[src/rtl/supercar_scanner.sv]
// Tick-driven bouncing single-LED scanner with optional dwell at each end.
// Consumes the prescaler's one-cycle period pulse; every output is registered.
module supercar_scanner #(
    parameter int N_LED = 8,
    parameter int DWELL = 0
) (
    input  logic                     clk,
    input  logic                     rst,
    input  logic                     en,
    input  logic                     clr,
    input  logic                     tick,
    output logic [N_LED-1:0]         led,
    output logic [$clog2(N_LED)-1:0] pos,
    output logic                     dir,
    output logic                     bounce
);

    localparam int PW = $clog2(N_LED);
    localparam logic [PW-1:0] POS_LAST   = PW'(N_LED - 1);
    localparam logic [PW-1:0] POS_PENULT = PW'(N_LED - 2);
    localparam logic [PW-1:0] POS_ONE    = PW'(1);
    localparam logic [PW-1:0] POS_ZERO   = PW'(0);
    localparam logic [3:0]    DWELL_LAST = (DWELL > 0) ? 4'(DWELL - 1) : 4'd0;
    localparam bit            HAS_DWELL  = (DWELL > 0);

    generate
        if ((N_LED < 2) || (N_LED > 32)) begin : g_bad_n_led
            $error("supercar_scanner: N_LED must be within 2..32");
        end
        if ((DWELL < 0) || (DWELL > 15)) begin : g_bad_dwell
            $error("supercar_scanner: DWELL must be within 0..15");
        end
    endgenerate

    typedef enum logic [1:0] {
        UP       = 2'd0,
        DWELL_HI = 2'd1,
        DOWN     = 2'd2,
        DWELL_LO = 2'd3
    } state_t;

    state_t             state_r, state_s;
    logic [PW-1:0]      pos_r, pos_s;
    logic [3:0]         dcnt_r, dcnt_s;
    logic               dir_r, dir_s;
    logic               bounce_r, bounce_s;
    logic [N_LED-1:0]   led_r, led_s;
    logic               adv_s;

    function automatic logic [N_LED-1:0] onehot(input logic [PW-1:0] p);
        logic [N_LED-1:0] one;
        one    = {{(N_LED-1){1'b0}}, 1'b1};
        onehot = one << p;
    endfunction

    assign adv_s = en & tick & ~clr;

    // Next-state, position, dwell count and bounce pulse.
    always_comb begin
        state_s  = state_r;
        pos_s    = pos_r;
        dcnt_s   = dcnt_r;
        bounce_s = 1'b0;
        if (clr) begin
            state_s = UP;
            pos_s   = POS_ZERO;
            dcnt_s  = 4'd0;
        end else if (adv_s) begin
            case (state_r)
                UP: begin
                    // Step only while below the top end; the guard keeps pos in range.
                    if (pos_r != POS_LAST) begin
                        pos_s = pos_r + POS_ONE;
                        if (pos_r == POS_PENULT) begin
                            bounce_s = 1'b1;
                            dcnt_s   = 4'd0;
                            if (HAS_DWELL) begin
                                state_s = DWELL_HI;
                            end else begin
                                state_s = DOWN;
                            end
                        end else begin
                            state_s = UP;
                        end
                    end else begin
                        state_s = DOWN;
                    end
                end
                DWELL_HI: begin
                    if (dcnt_r == DWELL_LAST) begin
                        state_s = DOWN;
                        dcnt_s  = 4'd0;
                    end else begin
                        dcnt_s  = dcnt_r + 4'd1;
                    end
                end
                DOWN: begin
                    if (pos_r != POS_ZERO) begin
                        pos_s = pos_r - POS_ONE;
                        if (pos_r == POS_ONE) begin
                            bounce_s = 1'b1;
                            dcnt_s   = 4'd0;
                            if (HAS_DWELL) begin
                                state_s = DWELL_LO;
                            end else begin
                                state_s = UP;
                            end
                        end else begin
                            state_s = DOWN;
                        end
                    end else begin
                        state_s = UP;
                    end
                end
                DWELL_LO: begin
                    if (dcnt_r == DWELL_LAST) begin
                        state_s = UP;
                        dcnt_s  = 4'd0;
                    end else begin
                        dcnt_s  = dcnt_r + 4'd1;
                    end
                end
                default: begin
                    state_s = UP;
                    pos_s   = POS_ZERO;
                    dcnt_s  = 4'd0;
                end
            endcase
        end else begin
            state_s = state_r;
        end
    end

    // Direction follows the next state; LED vector is decoded from the next position.
    always_comb begin
        dir_s = 1'b0;
        led_s = onehot(pos_s);
        if ((state_s == DOWN) || (state_s == DWELL_HI)) begin
            dir_s = 1'b1;
        end else begin
            dir_s = 1'b0;
        end
    end

    // State and output registers.
    always_ff @(posedge clk or negedge rst) begin
        if (!rst) begin
            state_r  <= UP;
            pos_r    <= POS_ZERO;
            dcnt_r   <= 4'd0;
            dir_r    <= 1'b0;
            bounce_r <= 1'b0;
            led_r    <= {{(N_LED-1){1'b0}}, 1'b1};
        end else begin
            state_r  <= state_s;
            pos_r    <= pos_s;
            dcnt_r   <= dcnt_s;
            dir_r    <= dir_s;
            bounce_r <= bounce_s;
            led_r    <= led_s;
        end
    end

    assign led    = led_r;
    assign pos    = pos_r;
    assign dir    = dir_r;
    assign bounce = bounce_r;

endmodule

[config.mk]
export PLATFORM = sky130hd
export DESIGN_NAME = supercar_scanner
export DESIGN_NICKNAME = d
export VERILOG_FILES = /design/src/rtl/supercar_scanner.sv
export SDC_FILE = /design/constraint.sdc
export NUM_CORES = 1
export LEC_CHECK = 0
export CORE_MARGIN = 3
export CORE_UTILIZATION = 51
export DETAILED_ROUTE_END_ITERATION = 10
export GPL_TIMING_DRIVEN = 0
export PLACE_DENSITY = 0.79
export SYNTH_ARGS = -nofsm -noshare
export SYNTH_HDL_FRONTEND = slang
export SYNTH_SLANG_ARGS = --single-unit
[constraint.sdc]
create_clock -name clk -period 2 [get_ports clk]
set_input_delay 0.4 -clock clk [delete_from_list [all_inputs] [get_ports clk]]
set_output_delay 0.4 -clock clk [all_outputs]
set_load 0.03 [all_outputs]
After elaboration in Yosys (flattened, before gate mapping) --
Index checks and enable logic that the tools add are counted.
Word-level totals: register bits 19, input bits 5
Operators by class: $add $sub $neg 3, eq/ne operators 12, shifts and indexed selects 1, muxes and demuxes 30, bitwise gates (word level) 3, reductions and logical operators 7
Operators by type and width (number):
- 4-bit two-way mux | 7
- 2-bit two-way mux | 8
- 3-bit inequality test, second input constant | 5
- 3-bit two-way mux | 4
- 4-bit case mux with 3 select lines | 1
- 2-bit case mux with 4 select lines | 1
- 1-bit by 3-bit << shifter with 8-bit output, first input constant | 1
- 1-bit two-way mux | 7
- 2-bit equality test, second input constant | 3
- 3-bit case mux with 2 select lines | 1
- 5-bit AND reduction | 1
- 4-bit by 1-bit adder with 4-bit output, second input constant | 1
- 2-bit by 1-bit equality test with 1-bit output, second input constant | 2
- 4-bit logical NOT | 1
- 3-bit by 1-bit adder with 3-bit output, second input constant | 1
- 3-bit by 1-bit equality test with 1-bit output, second input constant | 1
- 3-bit equality test, second input constant | 1
- 3-bit nonzero test | 1
- 3-bit by 1-bit subtractor with 3-bit output, second input constant | 1
- 1-bit bitwise AND | 2
- 2-bit logical NOT | 1
- 1-bit case mux with 2 select lines | 1
- 2-bit nonzero test | 1
- 2-bit OR reduction | 1
- other kinds (2) | 2

Logic depth before layout (Yosys ltp) --
depth after elaboration 9, mapped depth 7, mapped depth without buffers 7

Worst setup path after synthesis --
OpenSTA, ideal clock, no wires.
path kind flip-flop to flip-flop, from register pos_r[0], in the netlist pos[0], to register led_r[3], in the netlist led[3], arrival 2.036 ns, data required time 1.934 ns, setup slack -0.102 ns, stages on the path, launching flop included 8, buffers on the path 0, period minus slack after synthesis 2.102 ns, cells stage by stage dfrtp_1 -> inv_1 -> ha_1 -> and3b_1 -> or4_4 -> a21oi_4 -> nor2b_2 -> and2_1
Between the ends: word-level cells in the longest chain between the ends 6, elaborated cells on any way between the ends 10, those cells by class 2 x add/sub; 1 x eq/ne; 1 x shift; 5 x mux; 1 x reduce/logical
RTL lines:
- start, declared | line 43 | logic [PW-1:0] pos_r, pos_s;
- start signal, assigned | line 156 | pos_r <= pos_s;
- 3-bit by 1-bit subtractor with 3-bit output (tied with other cells) | line 99 | pos_s = pos_r - POS_ONE;
- 3-bit two-way mux (on tied branches) | line 98, 72
- 3-bit case mux with 2 select lines | line 69 | case (state_r)
- 3-bit two-way mux * | line 68 | end else if (adv_s) begin
- 3-bit two-way mux * | line 64 | if (clr) begin
- via pos_s[0] | line 43
- 1-bit by 3-bit << shifter with 8-bit output * | line 53 | onehot = one << p;
- via led_s[3] | line 47 | logic [N_LED-1:0] led_r, led_s;
- end signal, assigned | line 153 | led_r <= {{(N_LED-1){1'b0}}, 1'b1};
- end signal, assigned | line 160 | led_r <= led_s;
- end, declared | line 47
Mark *: on every way through the listed nets, which the timed path passes. The rest lies on a longest branch. A chain may end at the register's enable or synchronous reset.

Worst setup path in the final report --
from input en, to register led_r[3], in the netlist led[3]
Between the ends: word-level cells in the longest chain between the ends 5
RTL lines:
- start, declared | line 9 | input logic en,
- 1-bit bitwise AND (2 in a row) | line 56 | assign adv_s = en & tick & ~clr;
- 3-bit two-way mux | line 68
- 3-bit two-way mux | line 64
- via pos_s[0] | line 43
- 1-bit by 3-bit << shifter with 8-bit output | line 53
- via led_s[3] | line 47
The timed path passes the listed nets, and every way through them passes these cells.

==> results.py <==
metrics = {
    "sta": {
        "relSlewSlack_pct": 44.4,
        "finalSetupViolations": 0,
        "fin_worst_skew_ns": 0.00583,
        "period_needed_ns": 1.92,
        "drv_slew": 0,
        "setup_ws_ns": 0.0829,
        "finalSetupTns_ns": 0,
        "fin_crit_sh_pct": 95.9,
        "max_freq_mhz": 522,
        "final_hold_viol_count": 0,
        "worstMarginPinSlew_ns": 0.831,
    },
    "grt": {
        "grt_first_pass_wirelength_um": 3600,
        "grt_pass1_vias": 766,
        "grt_usage_pct": 18.1,
        "grt-ovfl-total": 0,
        "antenna_found_initial": 0,
        "grt_max_degree": 20,
    },
    "worst_setup_path": {
        "crit_path_max_fanout": 7,
        "crit_type": "in -> reg",
        "cp-start-kind": "input pin",
        "reg2reg_depth": 6,
        "crit_path_end_kind": "flip-flop",
        "cp_cell_sequence": "clkdlybuf4s50_1 > nand3b_4 > or4_4 > a21oi_4 > nor2b_2 > and2_1",
        "critPathArrivalTime_ns": 2.16,
        "slowest_stage": "clkdlybuf4s50_1",
        "worst_ep_required_time_ns": 2.24,
        "r2r_setup_slack_ns": 0.08,
        "worst_path_largest_cell_delay_ns": 0.56,
    },
    "drt": {
        "via_count": 819,
        "firstDrtPassIters": 4,
        "first_iter_violations": 10,
        "drc": 0,
        "wl_um": 2170,
        "vias_per_cell": 5.42,
        "ant_nets": 0,
        "routedWlPerCell_um": 14.4,
    },
    "final_layout": {
        "syn2layout_area_growth_pct": 26.8,
        "layout.nets": 139,
        "final_cell_mix": "dfrtp_1, clkdlybuf4s50_1, nor2_1",
        "final_cell_area_mm2": 0.00136,
        "num_antenna_cells": 0,
        "layout-drive-gt1-share_pct": 23.8,
        "final_cells": 151,
        "finish.utilization_pct": 73.0,
    },
    "run_status": {
        "status": "completed",
    },
    "synthesis": {
        "syn_nets": 114,
        "async_flop_share_pct": 100,
        "ys.flop_type": "dfrtp_1",
        "synthCells": 102,
        "avgSynthCellArea_um2": 10.5,
        "synth-edff-count": 0,
        "yosysSeqAreaShare_pct": 44.6,
        "yosys_warnings": 0,
        "synth.distinct_cells": 41,
        "ys_ff_latch": 19,
        "netlist_area_mm2": 0.00107,
    },
    "die": {
        "die_w_um": 51.8,
        "ioPinCount": 18,
        "die_h_um": 51.8,
        "rows": 15,
        "core_area_mm2": 0.00186,
        "fp.dieArea_mm2": 0.00268,
        "initial_core_util_pct": 57.6,
    },
    "placement": {
        "place_congestion": 0.857,
        "numPortBuffers": 16,
        "dp.cells": 143,
        "dpl-instance-area_mm2": 0.00126,
        "dp_slack_ns": -0.291,
        "hpwl_um": 1430,
    },
    "min_path": {
        "hold_depth": 2,
        "hold_class": "in -> reg",
    },
    "clocking": {
        "clock_sinks": 19,
        "clk_path_buf_depth": 2,
        "cts_tree": "done",
        "clkSlewWorstSetupHoldPaths_ns": 0.12,
        "root_buffer": "clkbuf_4",
        "cts_buffers": 3,
        "htreeDepth": 1,
        "clk_latency_ns": 0.30,
    },
    "power_and_ir_drop": {
        "ir_worst_vdd_uv": 526,
        "p_per_area_mw_per_mm2": 518,
        "p_leak_uw": 0.000597,
    },
    "run": {
        "maxCapViolations": 0,
    },
}
## critical path: cells and delay by family
family | cells | cell delay, ns
simple gates | 4 | 0.99
compound gates | 1 | 0.21
buf+inv | 1 | 0.56
## kinds of logic (layout without fill, tap and decap cells)
logic type	Yosys count	after routing	share of synthesized area, %
AOI/OAI and AO/OA	22	22	15.1
xor gates and xnor gates	1	1	0.819
adders and majority gates	7	7	8.19
buffers and inverters	9	33	4.21
DFF	19	19	44.6
and+or+nand+nor	44	44	27.1
## cells in the mapped netlist, types with 2 or more instances
cell       n  area (µm²)
a21oi_1    2        10.0
a21oi_2    2        17.5
a32oi_1    2        17.5
and3b_1    2        17.5
and3b_2    2        20.0
buf_2      2        10.0
dfrtp_1   18         450
ha_1       7        87.6
inv_1      5        18.8
nand2_1    5        18.8
nand2b_1   4        25.0
nor2_1     9        33.8
nor2b_1    2        12.5
nor3_1     2        10.0
nor3b_1    3        22.5
nor4bb_1   2        20.0
o211ai_1   2        15.0
o21ai_0    6        30.0
o31ai_1    3        22.5
## sequential cells by signal, summed over array words and instances, names as in the netlist
register  flops
bounce        1
state_r       2
dcnt_r        4
dir           1
led           8
pos           3
## final cells by class
class                   instances  area (µm²)
multi-input cells              74         583
well taps                      25        31.3
repair buffers                 20         190
clock inverters                 1        5.00
fillers                       133         502
inverters                       5        18.8
plain buffers                   4        26.3
flip-flops and latches         19         479
clock buffers                   3        22.5
## through the flow
step / hold WS, ns / power (µW)
floorplan: 0.104 / 457
global placement: 0.475 / 493
detailed placement: 0.485 / 495
CTS: 0.439 / 697
global route: 0.443 / 732
finish: 0.443 / 702
## worst paths after layout
kind / start / to
setup / recovery: en / led[3]
setup reg to reg: pos[0] / led[3]
hold / removal: clr / dcnt_r[1]
max in group asynchronous: rst / pos[0]
min in group asynchronous: rst / dcnt_r[2]
hold reg to reg: dcnt_r[3] / dcnt_r[3]
## power breakdown
| group | leakage [µW] | switching (µW) | internal, µW |
|---|---|---|---|
| clock | 0.0000177 | 125 | 74.5 |
| combinational | 0.000321 | 59.8 | 46.8 |
| sequential | 0.000258 | 4.17 | 392 |
## routing by layer
layer	up-vias	wire length [µm]	global-route usage (%)
li1	411	-	-
met1	389	1030	23.8
met2	15	1050	29.7
met3	4	61	4.01
met4	0	25	5.24
met5	-	0	0
## what timing repair did
item,in CTS,in global routing
pin swaps,1,1
hold buffers,0,0
gates resized for setup,0,8
setup endpoints to repair,3,11
setup buffers,2,2
Power figures use the tool's default switching activity.
